`config.mk`:
```
export PLATFORM = sky130hd
export DESIGN_NAME = i2s_stream_tx
export DESIGN_NICKNAME = d
export VERILOG_FILES = /design/src/rtl/i2s_stream_tx.sv
export SDC_FILE = /design/constraint.sdc
export NUM_CORES = 1
export LEC_CHECK = 0
export CELL_PAD_IN_SITES_DETAIL_PLACEMENT = 0
export CELL_PAD_IN_SITES_GLOBAL_PLACEMENT = 1
export CORE_MARGIN = 2
export CORE_UTILIZATION = 48
export DETAILED_ROUTE_END_ITERATION = 12
export PLACE_DENSITY = 0.88
export SYNTH_ARGS = -nofsm -noshare
export SYNTH_HDL_FRONTEND = slang
export SYNTH_SLANG_ARGS = --single-unit
export TNS_END_PERCENT = 100
```
`constraint.sdc`:
```
create_clock -name Clk -period 3.4 [get_ports Clk]
set_input_delay 0.85 -clock Clk [delete_from_list [all_inputs] [get_ports Clk]]
set_output_delay 0.85 -clock Clk [all_outputs]
set_load 0.1 [all_outputs]
```
`src/rtl/i2s_stream_tx.sv`:
```
// I2S transmitter: MCLK/SCLK/LRCLK generation, stereo FIFO fed by a valid/ready stream.
// Optional build macro I2S_TX_VOLUME_EN adds vol_shift (arithmetic attenuation of popped samples).
module i2s_stream_tx #(
    parameter int SAMPLE_W   = 16,
    parameter int SLOT_W     = 32,
    parameter int FIFO_DEPTH = 8,
    parameter int SCLK_HALF  = 8,
    parameter int MCLK_DIV   = 4
) (
    input  logic                            Clk,
    input  logic                            Reset,
    input  logic                            enable,
    input  logic                            in_valid,
    output logic                            in_ready,
    input  logic [SAMPLE_W-1:0]             in_left,
    input  logic [SAMPLE_W-1:0]             in_right,
    output logic [$clog2(FIFO_DEPTH):0]     level,
    output logic                            underrun,
    input  logic                            underrun_clr,
`ifdef I2S_TX_VOLUME_EN
    input  logic [3:0]                      vol_shift,
`endif
    output logic                            mclk,
    output logic                            sclk,
    output logic                            lrclk,
    output logic                            sd
);
    localparam int AW = $clog2(FIFO_DEPTH);
    localparam int BW = $clog2(2 * SLOT_W);
    localparam int HW = $clog2(SCLK_HALF);
    localparam int MW = $clog2(MCLK_DIV);

    localparam logic [MW-1:0] MCLK_LAST = MW'(MCLK_DIV / 2 - 1);
    localparam logic [HW-1:0] H_LAST    = HW'(SCLK_HALF - 1);
    localparam logic [BW-1:0] B_LAST    = BW'(2 * SLOT_W - 1);
    localparam logic [BW-1:0] SLOT_B    = BW'(SLOT_W);
    localparam logic [BW-1:0] SW_B      = BW'(SAMPLE_W);
    localparam logic [AW:0]   FULL_L    = (AW + 1)'(FIFO_DEPTH);

    logic [MW-1:0]       mcnt;
    logic [HW-1:0]       hcnt;
    logic [BW-1:0]       b, b_next, s_next;
    logic                run, start, fall, boundary;
    logic                lr_next, sd_next, push, pop, empty;
    logic [SAMPLE_W-1:0] cur_left, cur_right, word, shifted, pop_l, pop_r;
    logic [AW-1:0]       wr_ptr, rd_ptr;
    logic [SAMPLE_W-1:0] mem_l [FIFO_DEPTH];
    logic [SAMPLE_W-1:0] mem_r [FIFO_DEPTH];

    // Master clock runs regardless of enable.
    always_ff @(posedge Clk or posedge Reset) begin
        if (Reset) begin
            mcnt <= '0;
            mclk <= 1'b0;
        end else if (mcnt == MCLK_LAST) begin
            mcnt <= '0;
            mclk <= ~mclk;
        end else begin
            mcnt <= mcnt + 1'b1;
        end
    end

    assign start    = enable && !run;
    assign fall     = enable && sclk && (hcnt == H_LAST);
    assign boundary = start || (fall && (b == B_LAST));
    assign empty    = (level == '0);
    assign in_ready = (level != FULL_L);
    assign push     = in_valid && in_ready;
    assign pop      = boundary && !empty;

    // Next bit position and the serial bit it carries; s=0 is the I2S one-bit delay.
    always_comb begin
        b_next  = (b == B_LAST) ? '0 : b + 1'b1;
        lr_next = (b_next >= SLOT_B);
        s_next  = lr_next ? b_next - SLOT_B : b_next;
        word    = lr_next ? cur_right : cur_left;
        shifted = word << (s_next - 1'b1);
        sd_next = (s_next != '0) && (s_next <= SW_B) && shifted[SAMPLE_W-1];
    end

    always_ff @(posedge Clk or posedge Reset) begin
        if (Reset) begin
            hcnt  <= '0;
            sclk  <= 1'b0;
            b     <= '0;
            lrclk <= 1'b0;
            sd    <= 1'b0;
            run   <= 1'b0;
        end else if (!enable) begin
            hcnt  <= '0;
            sclk  <= 1'b0;
            b     <= '0;
            lrclk <= 1'b0;
            sd    <= 1'b0;
            run   <= 1'b0;
        end else begin
            run <= 1'b1;
            if (hcnt == H_LAST) begin
                hcnt <= '0;
                sclk <= ~sclk;
            end else begin
                hcnt <= hcnt + 1'b1;
            end
            if (fall) begin
                b     <= b_next;
                lrclk <= lr_next;
                sd    <= sd_next;
            end
        end
    end

    always_comb begin
`ifdef I2S_TX_VOLUME_EN
        pop_l = $signed(mem_l[rd_ptr]) >>> vol_shift;
        pop_r = $signed(mem_r[rd_ptr]) >>> vol_shift;
`else
        pop_l = mem_l[rd_ptr];
        pop_r = mem_r[rd_ptr];
`endif
    end

    // A frame starting on an empty FIFO plays silence; a same-cycle push is not bypassed.
    always_ff @(posedge Clk or posedge Reset) begin
        if (Reset) begin
            cur_left  <= '0;
            cur_right <= '0;
            underrun  <= 1'b0;
        end else begin
            if (boundary) begin
                cur_left  <= pop ? pop_l : '0;
                cur_right <= pop ? pop_r : '0;
            end
            if (boundary && empty)
                underrun <= 1'b1;
            else if (underrun_clr)
                underrun <= 1'b0;
        end
    end

    always_ff @(posedge Clk or posedge Reset) begin
        if (Reset) begin
            wr_ptr <= '0;
            rd_ptr <= '0;
            level  <= '0;
        end else begin
            if (push) wr_ptr <= wr_ptr + 1'b1;
            if (pop)  rd_ptr <= rd_ptr + 1'b1;
            case ({push, pop})
                2'b10:   level <= level + 1'b1;
                2'b01:   level <= level - 1'b1;
                default: level <= level;
            endcase
        end
    end

    always_ff @(posedge Clk) begin
        if (push) begin
            mem_l[wr_ptr] <= in_left;
            mem_r[wr_ptr] <= in_right;
        end
    end
endmodule
```
# Word-level counts from Yosys, hierarchy flattened

Memory sizes are Yosys's and may differ from the RTL's.
Cells that the tools add are included.

Bits in registers: 59
Bits in writable memories: 256
Input port bits: 37
Word-level logic and storage cells: 76
Memories: 2

Memory list:

| memory | depth | bits a word | rd ports | clocked after Yosys merged registers in | wr ports | RTL line | text |
|---|---|---|---|---|---|---|---|
| mem_l  | 8     | 16          | 1        | 0                                       | 1        | 47       | `logic [SAMPLE_W-1:0] mem_l [FIFO_DEPTH];` |
| mem_r  | 8     | 16          | 1        | 0                                       | 1        | 48       | `logic [SAMPLE_W-1:0] mem_r [FIFO_DEPTH];` |

Add/sub/neg operators: 9
Magnitude comparators: 2
Equal/unequal tests: 8
Shift operators: 1
Mux-type cells: 22
Bitwise logic cells: 2
Reduce and logical (&&, ||, !) cells: 16

Operator list:

| cell                  | count |
|---|---|
| $mux W16              | 3 |
| $mux W6               | 4 |
| $shl A16 B6 Y16       | 1 |
| $mux W1               | 11 |
| $add A3 B1 Y3 const B | 3 |
| $logic_and A1 B1 Y1   | 9 |
| $pmux W4 S2           | 1 |
| $add A6 B1 Y6 const B | 1 |
| $eq A6 B6 Y1 const B  | 1 |
| $ge A6 B6 Y1 const B  | 1 |
| $le A6 B5 Y1 const B  | 1 |
| $mux W3               | 2 |
| $reduce_bool A6 Y1    | 1 |
| $sub A6 B1 Y6 const B | 1 |
| $sub A6 B6 Y6 const B | 1 |
| $add A4 B1 Y4 const B | 1 |
| $eq A2 B1 Y1 const B  | 2 |
| $logic_not A4 Y1      | 1 |
| $ne A2 B1 Y1 const B  | 2 |
| $ne A4 B4 Y1 const B  | 1 |
| $reduce_bool A2 Y1    | 2 |
| $sub A4 B1 Y4 const B | 1 |
| $eq A3 B3 Y1 const B  | 1 |
| $add A2 B1 Y2 const B | 1 |
| 5 further kinds       | 7 |

# Longest topological paths before layout

Gate-level depths: netlist (run 1).

Word-level depth: 9
Depth in mapped cells: 13
Depth with buffers taken out: 13

# Worst setup path before layout (run 1)

No wires, ideal clock.

Path kind: reg2reg
Start point: reg level[0]
End point: mem mem_l[0][0], enable pin
Library setup time: 461 ps
Arrival: 4665 ps
Data required time: 2939 ps
Slack: -1726 ps
Cell stages (with the launch flop): 6
Path buffers: 0
Period minus slack after synthesis: 5126 ps
Path through: dfrtp_1 nor3_1 nand2_1 nand2_1 or2_2 nor3_1

Cells in the longest elaborated chain, start to end: 4

Ends and longest elaborated chain:

| what                          | RTL line | text |
|---|---|---|
| from (decl)                   | 17       | `output logic [$clog2(FIFO_DEPTH):0] level,` |
| from (signal assigned)        | 149      | `2'b10: level <= level + 1'b1;` |
| from (signal assigned)        | 150      | `2'b01: level <= level - 1'b1;` |
| from (signal assigned)        | 151      | `default: level <= level;` |
| $ne A4 B4 Y1                  | 67       | `assign in_ready = (level != FULL_L);` |
| net in_ready                  | 14       | `output logic in_ready,` |
| $logic_and A1 B1 Y1           | 68       | `assign push = in_valid && in_ready;` |
| $mux W1                       | 157      | `if (push) begin` |
| $mux W1 (implied by the code) | 158      | `mem_l[wr_ptr] <= in_left;` |
| to (decl)                     | 47       |  |

The timed path passes the listed nets, and every way through them passes these cells.

# Worst setup path after layout (run 1)

Start point: reg hcnt[0]
End point: reg level[3]

Cells in the longest elaborated chain, start to end: 7
Elaborated cells between the ends (all ways): 9

Ends and longest elaborated chain:

| what                                              | RTL line | text |
|---|---|---|
| from (decl)                                       | 41       | `logic [HW-1:0] hcnt;` |
| from (signal assigned)                            | 102      | `hcnt <= hcnt + 1'b1;` |
| $eq A3 B3 Y1 (*)                                  | 64       | `assign fall = enable && sclk && (hcnt == H_LAST);` |
| $logic_and A1 B1 Y1 (*)                           | 64       |  |
| $logic_and A1 B1 Y1 (*)                           | 65       | `assign boundary = start \|\| (fall && (b == B_LAST));` |
| $logic_or A1 B1 Y1 (*)                            | 65       |  |
| $logic_and A1 B1 Y1 (*)                           | 69       | `assign pop = boundary && !empty;` |
| net pop                                           | 44       | `logic lr_next, sd_next, push, pop, empty;` |
| $eq A2 B1 Y1 or $eq A2 B2 Y1 (tied branches)      | 148      | `case ({push, pop})` |
| $pmux W4 S2 or $reduce_bool A2 Y1 (tied branches) | --       |  |

Mark *: on every way through the listed nets, which the timed path passes. The rest lies on a longest branch.
A chain may end at the register's enable or synchronous reset.

==> results of run 1 <==
routing by layer:
layer,wire length (um),vias to the layer above,GRT usage
met3,1186,41,0.02685
met2,12260,171,0.2945
met5,0,-,0
met4,570,0,0.04385
met1,10590,3379,0.2552
li1,-,2943,-
flip-flops by register name, summed over array words and instances (netlist names), 2 cells and up:
name and cells:
b 6, hcnt 3, wr_ptr 3, mem_l 128
rd_ptr 3, cur_left 16, mem_r 128, mcnt 2
cur_right 16, level 4
how the worst max path moves through the flow:
| stage | cells past startpoint | endpoint |
|---|---|---|
| after floorplan | 4 | mem_l[0][0]$_DFFE_PP_ |
| after global placement | 10 | level[3]$_DFFE_PP0P_ |
| after detailed placement | 10 | level[3]$_DFFE_PP0P_ |
| after CTS | 13 | level[3]$_DFFE_PP0P_ |
| after global routing | 13 | level[3]$_DFFE_PP0P_ |
| final | 13 | level[3]$_DFFE_PP0P_ |
synth_stat cells (3+ instances only):
cell	number	area (sq um)
sky130_fd_sc_hd__xnor2_1	8	70.07
sky130_fd_sc_hd__nor3_1	9	45.04
sky130_fd_sc_hd__dfrtp_1	59	1476
sky130_fd_sc_hd__a21oi_1	5	25.02
sky130_fd_sc_hd__a31oi_1	4	25.02
sky130_fd_sc_hd__mux4_2	66	1486
sky130_fd_sc_hd__or3_1	4	25.02
sky130_fd_sc_hd__buf_1	3	11.26
sky130_fd_sc_hd__nor2b_1	5	31.28
sky130_fd_sc_hd__nand3_1	8	40.04
sky130_fd_sc_hd__buf_2	14	70.07
sky130_fd_sc_hd__nand2_1	57	214.0
sky130_fd_sc_hd__o2111ai_1	3	26.28
sky130_fd_sc_hd__inv_1	9	33.78
sky130_fd_sc_hd__ha_1	8	100.1
sky130_fd_sc_hd__o31ai_1	35	262.8
sky130_fd_sc_hd__a21boi_0	4	30.03
sky130_fd_sc_hd__mux2_2	3	33.78
sky130_fd_sc_hd__mux2i_1	37	370.4
sky130_fd_sc_hd__edfxtp_1	256	7687
sky130_fd_sc_hd__and2_1	6	37.54
sky130_fd_sc_hd__o21ai_0	8	40.04
sky130_fd_sc_hd__xor2_1	4	35.03
sky130_fd_sc_hd__nand2b_1	5	31.28
sky130_fd_sc_hd__clkbuf_1	22	82.58
sky130_fd_sc_hd__nor3b_1	3	22.52
sky130_fd_sc_hd__nor2_1	16	60.06
report_power, final:
group	total (W)	internal, W	switching, W
clock	0.00311	0.00176	0.00136
sequential	0.00548	0.00493	0.000554
combinational	0.00308	0.00146	0.00162
total	0.0117	0.00815	0.00353
worst reg2reg max path: stages, from the launching register on:
cell and delay, ps:
sky130_fd_sc_hd__dfrtp_1 350, sky130_fd_sc_hd__ha_1 160, sky130_fd_sc_hd__ha_1 230, sky130_fd_sc_hd__nand2_1 180, sky130_fd_sc_hd__o31ai_1 390, sky130_fd_sc_hd__nand2_2 100, sky130_fd_sc_hd__nor2_1 160, sky130_fd_sc_hd__ha_1 230
sky130_fd_sc_hd__ha_1 250, sky130_fd_sc_hd__a21o_1 180, sky130_fd_sc_hd__a21oi_1 170, sky130_fd_sc_hd__xnor2_1 130, sky130_fd_sc_hd__nor2_1 70, sky130_fd_sc_hd__xor2_1 150
per-stage QoR:
step	worst slack [ps]	power (W)
2_1_floorplan	144.2	0.007615
3_5_place_dp	489.0	0.008691
4_1_cts	496.5	0.01181
5_1_grt	281.2	0.01222
6_report	527.2	0.01168
3_3_place_gp	517.2	0.008580
cell type report:
type,instances,area [sq um]
multi-input combinational,337,3441
timing repair buffer,68,738.2
fill,1944,11340
inverter,9,33.78
sequential,315,9174
tap,335,419.2
clock inverter,11,90.09
clock buffer,44,824.5
logic make-up (layout without fill, tap and decap cells):
logic type | after synthesis | in the layout | share of synthesized area
and+or+nand+nor | 126 | 126 | 0.04743
muxes | 107 | 107 | 0.1495
AOI/OAI and AO/OA | 83 | 83 | 0.04920
adders and majority gates | 9 | 9 | 0.009427
DFF | 315 | 315 | 0.7192
buffers and inverters | 50 | 132 | 0.01699
xor gates and xnor gates | 12 | 12 | 0.008248
==> summary.txt, run 1 <==
Run status
  – Status: complete, no violations

Timing
  – Total Neg Setup Slack: 0 ps
  – Least-Margin Pin Slew: 978.2 ps
  – Final-layout worst hold slack: 441.2 ps
  – Final Max Tran Viols: 0
  – Final number of setup-violating endpoints: 0
  – Top achievable clock speed: approximately 350 MHz
  – Post-route minimum period: 2873 ps
  – Worst relative slew slack: 0.3479
  – Final hold vios: 0
  – Post-route clock skew: about 14 ps
  – Crit share post-route: 0.8449
  – Setup repair after global routing missed its margin: false

Setup path
  – Capturing point of the worst reg2reg path: level[3]$_DFFE_PP0P_
  – Largest stage delay on the critical path: 390 ps
  – CP cell instances: ha_1 > ha_1 > nand2_1 > o31ai_1 > nand2_2 > nor2_1 > ha_1 > ha_1 > a21o_1 > a21oi_1 > xnor2_1 > nor2_1 > xor2_1
  – Nature of the critical path endpoint: flop
  – Required time of the critical path: 3830 ps
  – Startpoint of the most critical setup path: hcnt[0]$_DFF_PP0_
  – Critical Setup Path Class: reg -> reg
  – Reg2Reg Depth: 13
  – Register-to-register path setup slack: ~530 ps
  – Slowest cell on the critical path: sky130_fd_sc_hd__o31ai_1
  – Total buffers and inverters traversed by the critical path: 0
  – Start of the worst register-to-register path: hcnt[0]$_DFF_PP0_
  – Crit path max-delay family: adder cells
  – Critical Path Source Type: flop
  – Highest net fanout along the worst path: 6
  – Data arrival time of the worst path: 3300 ps
  – Most used cell along the critical path: sky130_fd_sc_hd__ha_1

Clocking
  – Inserted Clock Buffers: 31
  – CTS tree: built
  – Deepest clock path buffer count: 3
  – Sinks on Clock Net: 315
  – Clock root buffer: sky130_fd_sc_hd__clkbuf_16
  – Clk pin slew, worst setup/hold paths: 60 ps
  – Hold bufs inserted after CTS: 0
  – Count of buffers added by post-CTS timing repair for setup: 0
  – CTS HTree Levels: 1
  – Clock Latency Late Sink: 560 ps
  – CTS-repair resized insts: 0

Floorplanning
  – Std-Cell Rows: 59
  – Number of ports placed on the die boundary: 47
  – Initial cell density of the core: 0.4890
  – Die area: 27,870 sq um
  – Height of the chip: around 170 um
  – Standard cell core area: ~26,000 sq um
  – Die width: 166.9 um

GRT
  – Total gr overflow: 0
  – Pin count of the biggest net entering global routing: 65
  – Number of global-route vias before repair: ~6,700
  – GRT Total Usage: 0.1790
  – Wire length of the first global-routing pass: 38,670 um
  – Number of antenna violations at the first check in global routing: 0

Detailed routing
  – Wire length per cell: 21.98 um
  – Iteration-0 DRC Markers: 558
  – Final ANT Viol Nets: 0
  – Number of detailed-route iterations in the first pass: 5
  – Post-Route WL: 24,600 um
  – Routed via count: 6,534
  – Via-to-Cell Ratio: 5.839
  – Detailed-route DRC error count: 0

Logic synthesis
  – Synthesized flop and latch total: between 300 and 400
  – Combined area of all synthesized cells: 12,740 sq um
  – Most common flop cell mapped by yosys: sky130_fd_sc_hd__edfxtp_1
  – Instance count of the mapped netlist: 702
  – Net Count, Synth: 748
  – Sequential element share of the synthesized area: 0.7192
  – Share of synthesized flip-flops with an asynchronous set or reset: 0.1873
  – Yosys synthesis warning count: 0
  – Mapped Avg Cell Area: 18.15 sq um
  – Library cells used by synthesis: 60
  – Number of enable flip-flop cells after synthesis: 256

Min path
  – Start point of the worst hold path: mcnt[0]$_DFF_PP0_
  – Type of the worst min-delay path: reg -> reg
  – Capture endpoint of the worst hold path: mcnt[0]$_DFF_PP0_
  – Cell depth of the worst hold path: 1

Finish
  – Number of standard cells in the final layout excluding fillers: around 1,100
  – Commonest cells after routing, fill and taps aside: 256 x sky130_fd_sc_hd__edfxtp_1, 66 x sky130_fd_sc_hd__mux4_2, 55 x sky130_fd_sc_hd__nand2_1
  – Most frequent standard cell in the layout excluding fill and tap cells: sky130_fd_sc_hd__edfxtp_1
  – Finished layout cell area: 14,720 sq um
  – Total inserted antenna cells: 0
  – Count of nets after finishing: 808
  – Fraction of layout instances using a drive strength above 1: 0.2092
  – Final core utilization: 0.5649
  – Relative area change from synthesis to final layout: 15.52%

Placement
  – Final Wtd Congestion: 0.8242
  – Half-perimeter wire length after detailed placement: 14,300 um
  – Number of cells after detailed placement: around 1,100
  – Input/output buffers: 46
  – Post-detailed-placement cell area: 13,810 sq um

Power
  – Power density normalized to cell area: 793.3 nW/um^2
  – P_leak: 5.060 nW
  – Peak supply drop: 0.4628 mV

Job
  – Reported max-cap violation count: 0
Power figures use the tool's default switching activity.
==> inputs of run 2 (changes only) <==
Clock period 3.4 ns to 2.61 ns, I/O delays scaled along.
==> run 2 against run 1 <==
Compared with the run above:
- via count is 1.8% higher
- clock skew is 11 ps higher
- die area stayed put
- core utilization is 1.9 points higher
- critical path depth stayed put
- final cell count is 2.7% higher
- first-iteration DRC count is 6.5% higher
- register-to-register slack worse by 340 ps
- global-route usage is 0.77 points higher
- combinational power is 39% higher
==> summary.txt, run 2 (synthesized netlist as in run 1, its figures left out) <==
Clocking
  – Count of buffers added by post-CTS timing repair for setup: 0
  – CTS tree: built
  – CTS HTree Levels: 2
  – Sinks on Clock Net: 315
  – Clock Latency Late Sink: 520 ps
  – Deepest clock path buffer count: 3
  – Clock root buffer: sky130_fd_sc_hd__clkbuf_16
  – Inserted Clock Buffers: 35
  – Hold bufs inserted after CTS: 0
  – Clk pin slew, worst setup/hold paths: 50 ps
  – CTS-repair resized insts: 0

Power
  – Post-layout power: around 0.016 W
  – Power Internal: ~0.011 W
  – Peak supply drop: ~1.2 mV
  – Net switching share of the total power: 0.2980
  – Power density normalized to cell area: approximately 1100 nW/um^2
  – Sequential Power Share: 0.440
  – Part of the power in the clock network: 0.294
  – Share of total power in combinational logic: 0.266
  – P_leak: 5.311 nW
  – Sw power: just under 0.005 W

Finish
  – Combined flip-flop and latch cell area: 9176 sq um
  – Final core utilization: 0.5842
  – Count of nets after finishing: 834
  – Commonest cells after routing, fill and taps aside: 256 x sky130_fd_sc_hd__edfxtp_1, 66 x sky130_fd_sc_hd__mux4_2, 53 x sky130_fd_sc_hd__nand2_1
  – Most frequent standard cell in the layout excluding fill and tap cells: sky130_fd_sc_hd__edfxtp_1
  – Total inserted antenna cells: 0
  – Relative area change from synthesis to final layout: 19.47%
  – Fraction of layout instances using a drive strength above 1: 0.2543
  – Filler Cells Inserted: 1,856
  – Largest registers: mem_l: 128 flops, mem_r: 128 flops
  – Area used by multi-input combinational logic: 3495 sq um

Setup path
  – Required time of the critical path: 2990 ps
  – Critical Path Source Type: flop
  – Capturing point of the worst reg2reg path: level[3]$_DFFE_PP0P_
  – Start of the worst register-to-register path: hcnt[0]$_DFF_PP0_
  – Startpoint of the most critical setup path: hcnt[0]$_DFF_PP0_
  – Nature of the critical path endpoint: flop
  – Critical Setup Path Class: reg -> reg
  – Highest net fanout along the worst path: 2
  – End of the critical path: level[3]$_DFFE_PP0P_
  – Reg2Reg Depth: 13
  – Register-to-register path setup slack: around 190 ps
  – Data arrival time of the worst path: 2800 ps

GRT
  – Total gr overflow: 0
  – Pin count of the biggest net entering global routing: 65
  – Wire length of the first global-routing pass: 40,030 um
  – Number of antenna violations at the first check in global routing: 0
  – GRT Total Usage: 0.1867
  – Number of global-route vias before repair: between 6,000 and 7,000

Timing
  – Least-Margin Pin Slew: 651.4 ps
  – Final number of setup-violating endpoints: 0
  – Worst relative slew slack: 0.5657
  – Final Max Tran Viols: 0
  – Crit share post-route: 0.9291
  – Post-route clock skew: approximately 25 ps
  – Post-route minimum period: 2425 ps
  – Final hold vios: 0
  – Top achievable clock speed: 412.4 MHz
  – Setup repair after global routing missed its margin: false

Detailed routing
  – Routed via count: 6,654
  – Number of detailed-route iterations in the first pass: 5
  – Final ANT Viol Nets: 0
  – Via-to-Cell Ratio: 5.791
  – Wire length per cell: 22.03 um
  – Detailed-route DRC error count: 0
  – Post-Route WL: between 20,000 and 30,000 um
  – Iteration-0 DRC Markers: 594

Floorplanning
  – Initial cell density of the core: 0.4890
  – Std-Cell Rows: 59
  – Height of the chip: around 170 um
  – Standard cell core area: 26,060 sq um
  – Number of ports placed on the die boundary: 47
  – Die width: 166.9 um
  – Die area: 27,870 sq um

Placement
  – Final Wtd Congestion: 0.8520
  – Half-perimeter wire length after detailed placement: 15,580 um
  – Input/output buffers: 46

Job
  – Reported max-cap violation count: 0

Run status
  – Status: complete, no violations

Min path
  – Type of the worst min-delay path: reg -> reg
-- run 2: cell types whose count changed in the layout (fill, tap and decap cells not counted), moves of 3 or more --
cell,change
sky130_fd_sc_hd__clkinv_1,-4
sky130_fd_sc_hd__clkinv_2,+3
sky130_fd_sc_hd__buf_12,+6
sky130_fd_sc_hd__clkbuf_16,+4
sky130_fd_sc_hd__buf_4,+16
-- run 2: how the worst min path moves through the flow --
stage	startpoint	end	slack, ps	cells past startpoint
2_1_floorplan	hcnt[0]$_DFF_PP0_	hcnt[0]$_DFF_PP0_	410	1
3_3_place_gp	hcnt[0]$_DFF_PP0_	hcnt[0]$_DFF_PP0_	420	1
3_5_place_dp	hcnt[0]$_DFF_PP0_	hcnt[0]$_DFF_PP0_	440	1
4_1_cts	hcnt[0]$_DFF_PP0_	hcnt[0]$_DFF_PP0_	440	1
5_1_grt	hcnt[0]$_DFF_PP0_	hcnt[0]$_DFF_PP0_	460	1
6_report	hcnt[0]$_DFF_PP0_	hcnt[0]$_DFF_PP0_	440	1
-- run 2: power by group through the flow --
stage                     logic [W]  clock network [W]  registers [W]
after CTS                   0.00437            0.00486        0.00712
after global routing        0.00462            0.00502        0.00721
after floorplan             0.00293                  0        0.00706
final                       0.00429            0.00475        0.00710
after detailed placement    0.00434                  0        0.00721
after global placement      0.00428                  0        0.00715
-- run 2: routing by layer --
metal	global-route usage	share of wire	vias up
li1	-	-	2977
met1	0.2642	0.43	3418
met2	0.3042	0.49	217
met3	0.03256	0.054	42
met4	0.04835	0.019	0
met5	0	0	-
-- run 2: per-stage QoR --
step	hold WS, ps	setup slack, ps	std cells	cell area, sq um	setup TNS (ps)
after floorplan	413.9	-96.69	702	12870	-5173
after global placement	422.5	44.77	1086	14100	0
after detailed placement	437.4	35.95	1086	14100	0
after CTS	444.4	147.0	1149	15220	0
after global routing	457.2	3.330	1149	15220	0
final	441.8	185.0	1149	15220	0
-- run 2: worst max-delay path: stages (launching register included) --
cell                      delay, ps
sky130_fd_sc_hd__dfrtp_1        340
sky130_fd_sc_hd__ha_1           150
sky130_fd_sc_hd__ha_1           170
sky130_fd_sc_hd__nand2_2         60
sky130_fd_sc_hd__o31ai_2        290
sky130_fd_sc_hd__nand2_2        100
sky130_fd_sc_hd__nor2_2         110
sky130_fd_sc_hd__ha_1           180
sky130_fd_sc_hd__ha_1           230
sky130_fd_sc_hd__a21o_1         180
sky130_fd_sc_hd__a21oi_1        160
sky130_fd_sc_hd__xnor2_1        130
sky130_fd_sc_hd__nor2_1          60
sky130_fd_sc_hd__xor2_1         140
-- run 2: area by class of cell --
cell class / instances / area share
clock inverters: 15 / 0.01159
multi-input cells: 337 / 0.2296
clock buffers: 48 / 0.06205
repair buffers: 90 / 0.06427
inverters: 9 / 0.002219
well taps: 335 / 0.02753
flip-flops and latches: 315 / 0.6028
==> inputs of run 3 (changes only) <==
Settings changed: CORE_MARGIN 2 to not set.
==> run 3 against run 2 <==
Compared with the run above:
- total power fell by 1.9%
- count of clock-buffer cells in the layout decreased by 9
- via count shrank 2.0%
- largest cell class unchanged
- non-clock buffer count rose by 1
- largest power group unchanged
- wire length decreased by 2.6%
- setup slack gained 53 ps
==> summary.txt, run 3 (synthesized netlist as in run 1, its figures left out) <==
Finish
  – Final core utilization: 0.5822
  – Total inserted antenna cells: 0
  – Finished layout cell area: 15,170 sq um
  – Fraction of layout instances using a drive strength above 1: 0.2580
  – Combined flip-flop and latch cell area: roughly 9200 sq um
  – Most frequent standard cell in the layout excluding fill and tap cells: sky130_fd_sc_hd__edfxtp_1
  – Count of nets after finishing: 831
  – Number of standard cells in the final layout excluding fillers: roughly 1,100
  – Largest registers: mem_l: 128 flops, mem_r: 128 flops
  – Filler Cells Inserted: 1,920
  – Relative area change from synthesis to final layout: 19.07%
  – Area used by multi-input combinational logic: 3507 sq um
  – Commonest cells after routing, fill and taps aside: 256 x sky130_fd_sc_hd__edfxtp_1, 66 x sky130_fd_sc_hd__mux4_2, 53 x sky130_fd_sc_hd__nand2_1

Timing
  – Total Neg Setup Slack: 0 ps
  – Least-Margin Pin Slew: 635.1 ps
  – Worst relative slew slack: 0.5766
  – Setup repair after global routing missed its margin: false
  – Crit share post-route: 0.9089
  – Final Max Tran Viols: 0
  – Post-route clock skew: 9.878 ps
  – Final hold vios: 0
  – Top achievable clock speed: between 400 and 500 MHz
  – Post-route minimum period: 2372 ps
  – Final number of setup-violating endpoints: 0

Power
  – Share of total power in combinational logic: 0.274
  – Sw power: 0.004686 W
  – Sequential Power Share: 0.441
  – Peak supply drop: 1.107 mV
  – P_leak: 5.293 nW
  – Power density normalized to cell area: 1044 nW/um^2
  – Post-layout power: 0.01585 W
  – Net switching share of the total power: 0.2958
  – Power Internal: between 0.01 and 0.015 W
  – Part of the power in the clock network: 0.286

Setup path
  – Data arrival time of the worst path: between 2000 and 3000 ps
  – Capturing point of the worst reg2reg path: level[3]$_DFFE_PP0P_
  – Reg2Reg Depth: 13
  – Highest net fanout along the worst path: 2
  – Nature of the critical path endpoint: flop
  – Startpoint of the most critical setup path: hcnt[0]$_DFF_PP0_
  – CP cell instances: ha_1 > ha_1 > nand2_2 > o31ai_4 > nand2_2 > nor2_2 > ha_1 > ha_1 > a21o_1 > a21oi_2 > xnor2_1 > nor2_1 > xor2_1
  – Register-to-register path setup slack: approximately 240 ps
  – End of the critical path: level[3]$_DFFE_PP0P_
  – Required time of the critical path: 3030 ps
  – Largest stage delay on the critical path: between 300 and 400 ps
  – Most used cell along the critical path: sky130_fd_sc_hd__ha_1
  – Critical Setup Path Class: reg -> reg
  – Critical Path Source Type: flop
  – Start of the worst register-to-register path: hcnt[0]$_DFF_PP0_
  – Slowest cell on the critical path: sky130_fd_sc_hd__dfrtp_1

Clocking
  – CTS tree: built
  – Clock Latency Late Sink: 550 ps
  – Inserted Clock Buffers: 31
  – Clk pin slew, worst setup/hold paths: approximately 60 ps
  – Deepest clock path buffer count: 3
  – CTS HTree Levels: 1
  – Clock root buffer: sky130_fd_sc_hd__clkbuf_16
  – Sinks on Clock Net: between 300 and 400

Floorplanning
  – Die width: 164.9 um
  – Standard cell core area: 26,060 sq um
  – Std-Cell Rows: 59
  – Number of ports placed on the die boundary: 47
  – Height of the chip: 164.9 um
  – Die area: 27,200 sq um
  – Initial cell density of the core: 0.4890

Detailed routing
  – Number of detailed-route iterations in the first pass: 5
  – Via-to-Cell Ratio: 5.697
  – Routed via count: approximately 6,500
  – Wire length per cell: about 22 um
  – Post-Route WL: 24,650 um
  – Detailed-route DRC error count: 0
  – Iteration-0 DRC Markers: 575
  – Final ANT Viol Nets: 0

Placement
  – Post-detailed-placement cell area: 14,100 sq um
  – Input/output buffers: 46
  – Number of cells after detailed placement: 1,087
  – Final Wtd Congestion: 0.8915
  – Half-perimeter wire length after detailed placement: 15,280 um

GRT
  – Number of antenna violations at the first check in global routing: 0
  – GRT Total Usage: 0.1897
  – Number of global-route vias before repair: 6,655
  – Pin count of the biggest net entering global routing: 65
  – Total gr overflow: 0
  – Wire length of the first global-routing pass: 38,360 um

Job
  – Reported max-cap violation count: 0

Min path
  – Type of the worst min-delay path: in -> async

Run status
  – Status: complete, no violations
## run 3: changes by cell type in the layout (fill, tap and decap cells not counted), moves of 2 or more
| cell | delta |
|---|---|
| sky130_fd_sc_hd__buf_4 | +2 |
| sky130_fd_sc_hd__clkinv_4 | +2 |
| sky130_fd_sc_hd__clkinv_2 | +2 |
| sky130_fd_sc_hd__clkbuf_16 | -3 |
| sky130_fd_sc_hd__clkinv_1 | +2 |
| sky130_fd_sc_hd__clkbuf_1 | -7 |
## run 3: final cells by class
cell class / count / share of cell area
Multi-Input combinational cell: 337 / 0.2312
Inverter: 9 / 0.002227
Timing Repair Buffer: 91 / 0.06416
Tap cell: 335 / 0.02763
Sequential cell: 315 / 0.6048
Clock buffer: 39 / 0.05649
Clock inverter: 19 / 0.01352
## run 3: critical path: cells and delay by family (launching register included)
| family | cells | cell delay, ps |
|---|---|---|
| AO/OA/AOI/OAI | 3 | 600 |
| XOR/XNOR | 2 | 260 |
| adder cells (fa/ha/maj) | 4 | 720 |
| flip-flops | 1 | 340 |
| AND/OR/NAND/NOR | 4 | 330 |
## run 3: how the worst min path moves through the flow
stage,slack [ps],end,start
floorplan,410,hcnt[0]$_DFF_PP0_,hcnt[0]$_DFF_PP0_
global placement,420,hcnt[0]$_DFF_PP0_,hcnt[0]$_DFF_PP0_
detailed placement,430,hcnt[0]$_DFF_PP0_,hcnt[0]$_DFF_PP0_
CTS,420,lrclk$_DFFE_PP0P_,Reset
global route,460,lrclk$_DFFE_PP0P_,Reset
finish,420,lrclk$_DFFE_PP0P_,Reset
## run 3: what timing repair did
item	in CTS	in global routing
setup endpoints to repair	0	1
resized for setup	0	2
buffers inserted	0	0
hold buffers	0	0
## run 3: per-stage QoR
step | hold slack, ps | setup WS (ps)
floorplan | 413.9 | -96.69
global placement | 422.0 | 53.80
detailed placement | 431.1 | 42.74
CTS | 419.3 | 139.5
global route | 461.9 | 2.540
finish | 423.2 | 237.7
## run 3: power groups by stage
stage	clock network [W]	logic [W]	registers (W)
2_1_floorplan	0	0.00293	0.00706
3_3_place_gp	0	0.00431	0.00702
3_5_place_dp	0	0.00440	0.00708
4_1_cts	0.00460	0.00443	0.00699
5_1_grt	0.00479	0.00468	0.00707
6_report	0.00453	0.00434	0.00698
## run 3: metal layers
layer	track usage	wire, um	up-vias
met3	0.03214	1379	42
met2	0.3102	11940	196
met5	0	0	-
li1	-	-	2974
met1	0.2622	10750	3311
met4	0.05671	589	0
